==> config.mk <==
export PLATFORM = sky130hd
export DESIGN_NAME = x_sram_sched
export DESIGN_NICKNAME = d
export VERILOG_FILES = /design/src/rtl/x_sram_sched.sv
export SDC_FILE = /design/constraint.sdc
export NUM_CORES = 1
export LEC_CHECK = 0
export ABC_AREA = 1
export BUFFER_PORTS_ARGS = -buffer_cell sky130_fd_sc_hd__buf_2
export CAP_MARGIN = 20
export CORE_MARGIN = 2
export CORE_UTILIZATION = 50
export DETAILED_ROUTE_END_ITERATION = 6
export PLACE_DENSITY = 0.79
export SYNTH_ARGS = -nofsm -noshare
export SYNTH_HDL_FRONTEND = slang
export SYNTH_SLANG_ARGS = --single-unit
==> constraint.sdc <==
create_clock -name i_clk -period 3.8 [get_ports i_clk]
set_input_delay 0.19 -clock i_clk [delete_from_list [all_inputs] [get_ports i_clk]]
set_output_delay 0.19 -clock i_clk [all_outputs]
set_load 0.02 [all_outputs]
==> src/rtl/x_sram_sched.sv <==
// Request scheduler between one host port and p_banks SPI SRAM data engines:
// one outstanding access per bank, read responses returned in request order.
// Optional feature macro: X_SRAM_SCHED_WR_ACK_EN (writes also produce a response).
module x_sram_sched #(
  parameter  int p_banks = 16,
  localparam int BW      = $clog2(p_banks)
) (
  input  logic                   i_clk,
  input  logic                   i_rst,
  input  logic                   i_req_valid,
  output logic                   o_req_ready,
  input  logic                   i_req_rd_n_wr,
  input  logic [15+BW:0]         i_req_addr,
  input  logic [7:0]             i_req_wdata,
  output logic                   o_rsp_valid,
  input  logic                   i_rsp_ready,
  output logic [BW-1:0]          o_rsp_bank,
  output logic [7:0]             o_rsp_data,
  output logic [p_banks-1:0]     o_valid,
  input  logic [p_banks-1:0]     i_accept,
  output logic                   o_rd_n_wr,
  output logic [15:0]            o_addr,
  output logic [7:0]             o_wdata,
  input  logic [p_banks-1:0]     i_ready,
  input  logic [8*p_banks-1:0]   i_rdata,
  output logic                   o_fsm_state
);

  // Handshakes: a transfer happens on a rising clock edge where valid & ready
  // (host request / host response) or o_valid[b] & i_accept[b] (engine) are high.

  typedef enum logic {S_IDLE = 1'b0, S_DISPATCH = 1'b1} state_t;

  state_t             state;
  logic [p_banks-1:0] busy;
  logic [p_banks-1:0] done;
  logic [p_banks-1:0] trk;
  logic [p_banks-1:0] rd;
  logic [7:0]         rdat [p_banks];
  logic [BW-1:0]      fifo [p_banks];
  logic [BW-1:0]      wr_ptr;
  logic [BW-1:0]      rd_ptr;
  logic [BW:0]        count;
  logic [BW-1:0]      cur_bank;
  logic               cur_trk;
  logic [BW-1:0]      req_bank;
  logic [BW-1:0]      head;
  logic               req_tracked;
  logic               req_fire;
  logic               acc_fire;
  logic               push;
  logic               pop;
  logic               fifo_empty;

  assign req_bank = i_req_addr[15+BW:16];

`ifdef X_SRAM_SCHED_WR_ACK_EN
  assign req_tracked = 1'b1;
`else
  assign req_tracked = i_req_rd_n_wr;
`endif

  assign o_req_ready = (state == S_IDLE) & ~busy[req_bank] & ~done[req_bank] & ~(|o_valid);
  assign req_fire    = i_req_valid & o_req_ready;
  assign acc_fire    = (state == S_DISPATCH) & i_accept[cur_bank];
  assign push        = acc_fire & cur_trk;

  assign fifo_empty  = (count == '0);
  assign head        = fifo[rd_ptr];
  assign o_rsp_valid = ~fifo_empty & done[head];
  assign o_rsp_bank  = o_rsp_valid ? head : '0;
  assign o_rsp_data  = o_rsp_valid ? rdat[head] : 8'h00;
  assign pop         = o_rsp_valid & i_rsp_ready;
  assign o_fsm_state = (state == S_DISPATCH);

  // Dispatch FSM: shared bus is latched on host handshake and held until accept.
  always_ff @(posedge i_clk or negedge i_rst) begin
    if (!i_rst) begin
      state     <= S_IDLE;
      o_valid   <= '0;
      o_rd_n_wr <= 1'b0;
      o_addr    <= '0;
      o_wdata   <= '0;
      cur_bank  <= '0;
      cur_trk   <= 1'b0;
    end else begin
      case (state)
        S_IDLE: begin
          if (req_fire) begin
            o_rd_n_wr <= i_req_rd_n_wr;
            o_addr    <= i_req_addr[15:0];
            o_wdata   <= i_req_wdata;
            o_valid   <= {{(p_banks-1){1'b0}}, 1'b1} << req_bank;
            cur_bank  <= req_bank;
            cur_trk   <= req_tracked;
            state     <= S_DISPATCH;
          end
        end
        S_DISPATCH: begin
          if (acc_fire) begin
            o_valid <= '0;
            state   <= S_IDLE;
          end
        end
        default: state <= S_IDLE;
      endcase
    end
  end

  // Per-bank bookkeeping; stray ready pulses on idle banks fall through.
  always_ff @(posedge i_clk or negedge i_rst) begin
    if (!i_rst) begin
      busy <= '0;
      done <= '0;
      trk  <= '0;
      rd   <= '0;
      for (int b = 0; b < p_banks; b++) rdat[b] <= 8'h00;
    end else begin
      for (int b = 0; b < p_banks; b++) begin
        if (req_fire && req_bank == BW'(b)) begin
          trk[b] <= req_tracked;
          rd[b]  <= i_req_rd_n_wr;
        end
        if (acc_fire && cur_bank == BW'(b)) begin
          busy[b] <= 1'b1;
        end else if (i_ready[b] && busy[b]) begin
          busy[b] <= 1'b0;
          rdat[b] <= rd[b] ? i_rdata[8*b +: 8] : 8'h00;
          done[b] <= trk[b];
        end
        if (pop && head == BW'(b)) done[b] <= 1'b0;
      end
    end
  end

  // Order FIFO: at most one entry per bank, so it can never overflow.
  always_ff @(posedge i_clk or negedge i_rst) begin
    if (!i_rst) begin
      wr_ptr <= '0;
      rd_ptr <= '0;
      count  <= '0;
      for (int i = 0; i < p_banks; i++) fifo[i] <= '0;
    end else begin
      if (push) begin
        fifo[wr_ptr] <= cur_bank;
        wr_ptr       <= wr_ptr + 1'b1;
      end
      if (pop) rd_ptr <= rd_ptr + 1'b1;
      case ({push, pop})
        2'b10:   count <= count + 1'b1;
        2'b01:   count <= count - 1'b1;
        default: count <= count;
      endcase
    end
  end

endmodule

* After elaboration in Yosys (flattened, before gate mapping) *
Index checks and enable logic that the tools add are counted.
Widths: inputs -> output; s select.

word-level totals
  register bits = 299
  output and inout bits = 56

operators by class
  $add $sub $neg = 4
  order comparisons = 7
  equal/unequal tests = 65
  shift-type cells = 1
  multiplexer cells = 122
  bitwise logic cells = 32
  reductions and logical operators = 137

operator list
  operator              number
  $mux 8                19
  $eq 4x4->1 const B    24
  $mux 1                86
  $reduce_and 2->1      34
  $reduce_bool 2->1     33
  $logic_and 1x1->1     65
  $bwmux 64             1
  $eq 4x3->1 const B    12
  $ne 2x1->1 const B    17
  $bmux 8 s4            1
  $mux 16               2
  $pmux 16 s2           1
  $eq 4x2->1 const B    6
  $not 1->1             21
  $bmux 1 s4            4
  $bmux 4 s4            1
  $demux 4 s4           1
  $mux 4                4
  $reduce_or 16->1      1
  $shl 1x4->16 const A  1
  $ge 5x5->1 const B    3
  $lt 4x5->1 const B    3
  $not 4->5             3
  $eq 4x1->1 const B    3
  other kinds (12)      22

* Logic depth before layout (Yosys ltp) *
  depth in word-level cells = 11
  depth in mapped cells = 28
  depth with buffers taken out = 26

* Worst setup path after synthesis *
Ideal clock, no wire load.

  kind = reg-to-reg
  start point = register rd_ptr[0]
  end point = register count[4]
  library setup time = 0.131 ns
  arrival time = 3.110 ns
  required time = 3.669 ns
  slack = 0.559 ns
  cell stages (with the launch flop) = 26
  buffers on the path = 3
  cells stage by stage = dfrtp_1 buf_6 buf_6 buf_2 a21oi_1 o21ai_1 nand3_1 nand3_1 nand2_2 inv_2 nor2_4 nand2_1 nand2_2 nor2_4 nand3_1 inv_1 ha_1 xor2_1 ha_1 a21oi_1 nor2_1 inv_1 nor2_1 a21oi_1 o21ai_0 xor2_1

between the ends
  longest elaborated chain between the ends = 10
  elaborated cells between the ends (all ways) = 12
  those cells by class = eq/ne: 2; mux: 6; bitwise: 3; reduce/logical: 1

ends and longest elaborated chain
  item                                                    line  source
  from (decl)                                             42    logic [BW-1:0] rd_ptr;
  from (signal assigned)                                  148   if (pop) rd_ptr <= rd_ptr + 1'b1;
  $not 4->5 (not written as such) *                       69    assign head = fifo[rd_ptr];
  $bmux 4 s4 *                                            69
  $mux 4 (not written as such) * (2 in a row)             69
  $bmux 1 s4 *                                            70    assign o_rsp_valid = ~fifo_empty & done[head];
  $mux 1 (not written as such) *                          70
  $and 1x1->1 *                                           70
  $and 1x1->1 *                                           73    assign pop = o_rsp_valid & i_rsp_ready;
  net pop                                                 52    logic pop;
  $eq 2x1->1 / $eq 2x2->1 (equally long branches)         149   case ({push, pop})
  $pmux 5 s2 / $reduce_bool 2->1 (equally long branches)  -
  to (signal assigned)                                    150   2'b10: count <= count + 1'b1;
  to (signal assigned)                                    151   2'b01: count <= count - 1'b1;
  to (signal assigned)                                    152   default: count <= count;
  to (decl)                                               43    logic [BW:0] count;

The timed path passes the listed nets; every way through them passes the cells marked *. The select of a mux whose other input is x is not followed.
A chain may end at the register's enable or synchronous reset.

* Worst setup path in the final report *
  start point = register rd_ptr[0]
  end point = output port o_rsp_data[1]

between the ends
  longest elaborated chain between the ends = 9
  elaborated cells between the ends (all ways) = 12
  those cells by class = mux: 9; bitwise: 3

ends and longest elaborated chain
  item                                         line  source
  $not 4->5 (not written as such) *            69
  $bmux 4 s4 *                                 69
  $mux 4 (not written as such) * (2 in a row)  69
  $not 4->5 (not written as such)              72    assign o_rsp_data = o_rsp_valid ? rdat[head] : 8'h00;
  $bmux 8 s4                                   72
  $mux 8 (not written as such) (2 in a row)    72
  $mux 8 *                                     72
  to (decl)                                    18    output logic [7:0] o_rsp_data,

Mark *: on every way between the ends. The rest lies on a longest branch, timed or not. The select of a mux whose other input is x is not followed.

==> results.cfg <==
[cts]
post-cts-setup-buffers = 0
htree_num_levels = 1
clock_latency_ns = 0.57
cts_buffers = 31
clock_sinks = 299
cts_tree = yes
clockBufferDepth = 3
cts_root_buffer = clkbuf_16
clkTransAtPathRegs_ns = 0.06

[min_path]
min_to = rd_ptr[1]
min_from = i_rsp_ready
hold-path-cell-count = 3
hold_path.class = in -> reg

[synth]
synth.largest_area_cell = dfrtp_1
synth_area_per_cell_sq_um = 7.78
syn_area_sq_um = 14800
syn_nets = 2110
ys_types = 38
ys_seq_area_share_pct = 50.4
syn_inst = 1909
synth_async_sr_flop_share_pct = 100
synth_enable_flop_cells = 0
ys_warn_count = 0
synthFlopType = dfrtp_1
ys_top_cells_by_area = dfrtp_1, nand2_1, o21ai_0, inv_1, nand3_1
ys_seq_elements = 299
synth_top_area_share_pct = 50.4

[pwr]
ir_worst_vdd_mv = 0.740
p_leak_nw = 10.2
seqPwrFrac_pct = 27.9
p_int_w = 0.00948
power_switching_share_pct = 48.2
power.density_nw_per_um2 = 946
pwr-share-clk_pct = 18.3
switchingPower_w = 0.00882
combPwrFrac_pct = 53.7

[worst_setup_path]
rrSetupSlack_ns = 0.28
worst_r2r_startpoint = cur_bank[1]
crit_required_ns = 3.61
crit_fanout = 65
critPathKind = reg -> out
rr_worst_depth = 19
cp-end-kind = output pin
r2r-end = count[4]
start_kind = flop
worstPathArrival_ns = 3.47

[final_layout]
finalInstanceArea_sq_um = 19300
syn_to_final_growth_pct = 30.3
fin_nets = 2529
drive_above_1_share_pct = 16.5
fin_cells = 2749

[outcome]
status = finished, violations left
violations = design-rule violations

[sta]
worst_slew_pin_slew_ns = 0.958
fin_crit_ns = 3.66
period_share_pct = 96.2
fmax_mhz = 273
maxSlewViolCount = 0
setup_viol = 0
slew_headroom_pct = 36.1
hold_viol = 0
finalClockSkew_ns = 0.0118

[floorplan]
dieArea_sq_um = 31100
dieHeight_microns = 176
num_rows = 63
ios = 249
start_util_pct = 50.5
die_w_microns = 176
core_area_sq_um = 29400

[global_route]
first_global_vias = 15200
grt_pass1_wl_microns = 80900
grt_max_degree = 120
track_usage_pct = 33.2
grt_remaining_overflow = 0
antenna_found_initial = 5

[place]
place_hpwl_microns = 33100
placedCellCount = 2511
dpl-instance-area_sq_um = 16400
portBuffers = 248
gp_congestion = 0.976

[drt]
via_per_inst = 5.54
ant_nets = 0
drcViolationCount = 27
route.detailed.wl_per_inst_microns = 18.6
routed_wl_microns = 51100
drtIter0Drc = 1739
drt_first_pass_iters = 7
num_vias = 15200

[job]
max-cap-violations = 0
placed cells by master, fill, tap and decap left out, drive strengths merged, types with 5 or more instances in the layout:
cell         instances
nand2              697
dfrtp              299
buf                272
inv                247
o21ai              222
dlygate4sd3        174
nand3              154
nor2                79
a21oi               36
clkbuf              34
nand4               31
o211ai              23
o21a                18
clkinv              13
a22oi                8
ha                   8
xor2                 7
bufinv               7
diode                6
clkinvlp             6
nor4                 5
registers in the layout, summed over array words and instances (netlist names), 5 cells and up:
signal and cells:
done 16, trk 9, o_addr 16, count 5
rdat 128, o_valid 16, o_wdata 8, fifo 64
busy 16, rd 7
Yosys cell counts (all sizes together) (5+ instances only):
library cell,count
a21oi,36
a22oi,8
buf,39
clkbuf,21
dfrtp,299
ha,8
inv,246
nand2,697
nand3,154
nand4,31
nor2,79
nor4,5
o211ai,23
o21a,18
o21ai,222
xor2,7
metrics by stage:
stage	power [W]	setup slack, ns	hold WS, ns	util (%)	setup TNS (ns)
floorplan	0.0117	0.559	-0.106	-	0
global placement	0.0141	0.384	0.352	55.9	0
detailed placement	0.0144	0.224	0.360	55.9	0
CTS	0.0179	0.0538	0.0697	65.6	0
global route	0.0194	-0.0175	0.109	65.8	-0.0182
finish	0.0183	0.143	0.106	65.8	0
repair_timing:
action                                  4_1_cts  5_1_grt
hold endpoints to repair                    288        0
hold buffers                                174        0
endpoints found under the setup margin        8        9
resized for setup                             2        6
area by class of cell:
class / instances / area [sq um]
fillers: 2306 / 10100
flip-flops and latches: 299 / 7480
clock inverters: 24 / 314
clock buffers: 34 / 807
diodes: 6 / 15.0
well taps: 390 / 488
repair buffers: 446 / 3220
inverters: 249 / 942
multi-input cells: 1301 / 6070
critical path: stages, from the launching register on:
cell	delay, ns
dfrtp_1	0.45
buf_12	0.20
o21ai_0	0.17
nand2_1	0.07
nand3_1	0.12
nand3_4	0.15
nand2_4	0.16
buf_12	0.26
inv_2	0.15
nand2_2	0.20
buf_4	0.20
o211ai_1	0.13
nand2_1	0.10
nand3_1	0.08
nor2_1	0.22
buf_2	0.21
layer usage:
| layer | GRT usage, % | vias to the layer above | wire (microns) |
|---|---|---|---|
| li1 | - | 6921 | - |
| met3 | 5.64 | 251 | 4120 |
| met5 | 0 | - | 0 |
| met4 | 18.6 | 0 | 3390 |
| met2 | 54.1 | 914 | 24300 |
| met1 | 42.3 | 7149 | 19400 |
cells by family after synthesis:
kind of cell	count (synthesis)	synth area share, %
adder cells (fa/ha/maj)	8	0.674
flip-flops	299	50.4
AO/OA/AOI/OAI	311	11.5
buffers and inverters	309	8.86
AND/OR/NAND/NOR	972	28.0
XOR/XNOR	10	0.590
power groups by stage:
stage,combinational (W),sequential (W),clock [W]
after floorplan,0.00659,0.00514,0
after global placement,0.00908,0.00506,0
after detailed placement,0.00928,0.00510,0
after CTS,0.00952,0.00506,0.00336
after global routing,0.0107,0.00522,0.00350
final,0.00983,0.00511,0.00336
how the worst max path moves through the flow:
stage / start / to / depth (start not counted)
after floorplan: rd_ptr[0] / count[4] / 25
after global placement: cur_bank[0] / count[4] / 21
after detailed placement: rd_ptr[0] / count[4] / 24
after CTS: rd_ptr[0] / o_rsp_data[1] / 15
after global routing: rd_ptr[0] / o_rsp_data[1] / 16
final: rd_ptr[0] / o_rsp_data[1] / 15
(Power assumes the default switching activity.)
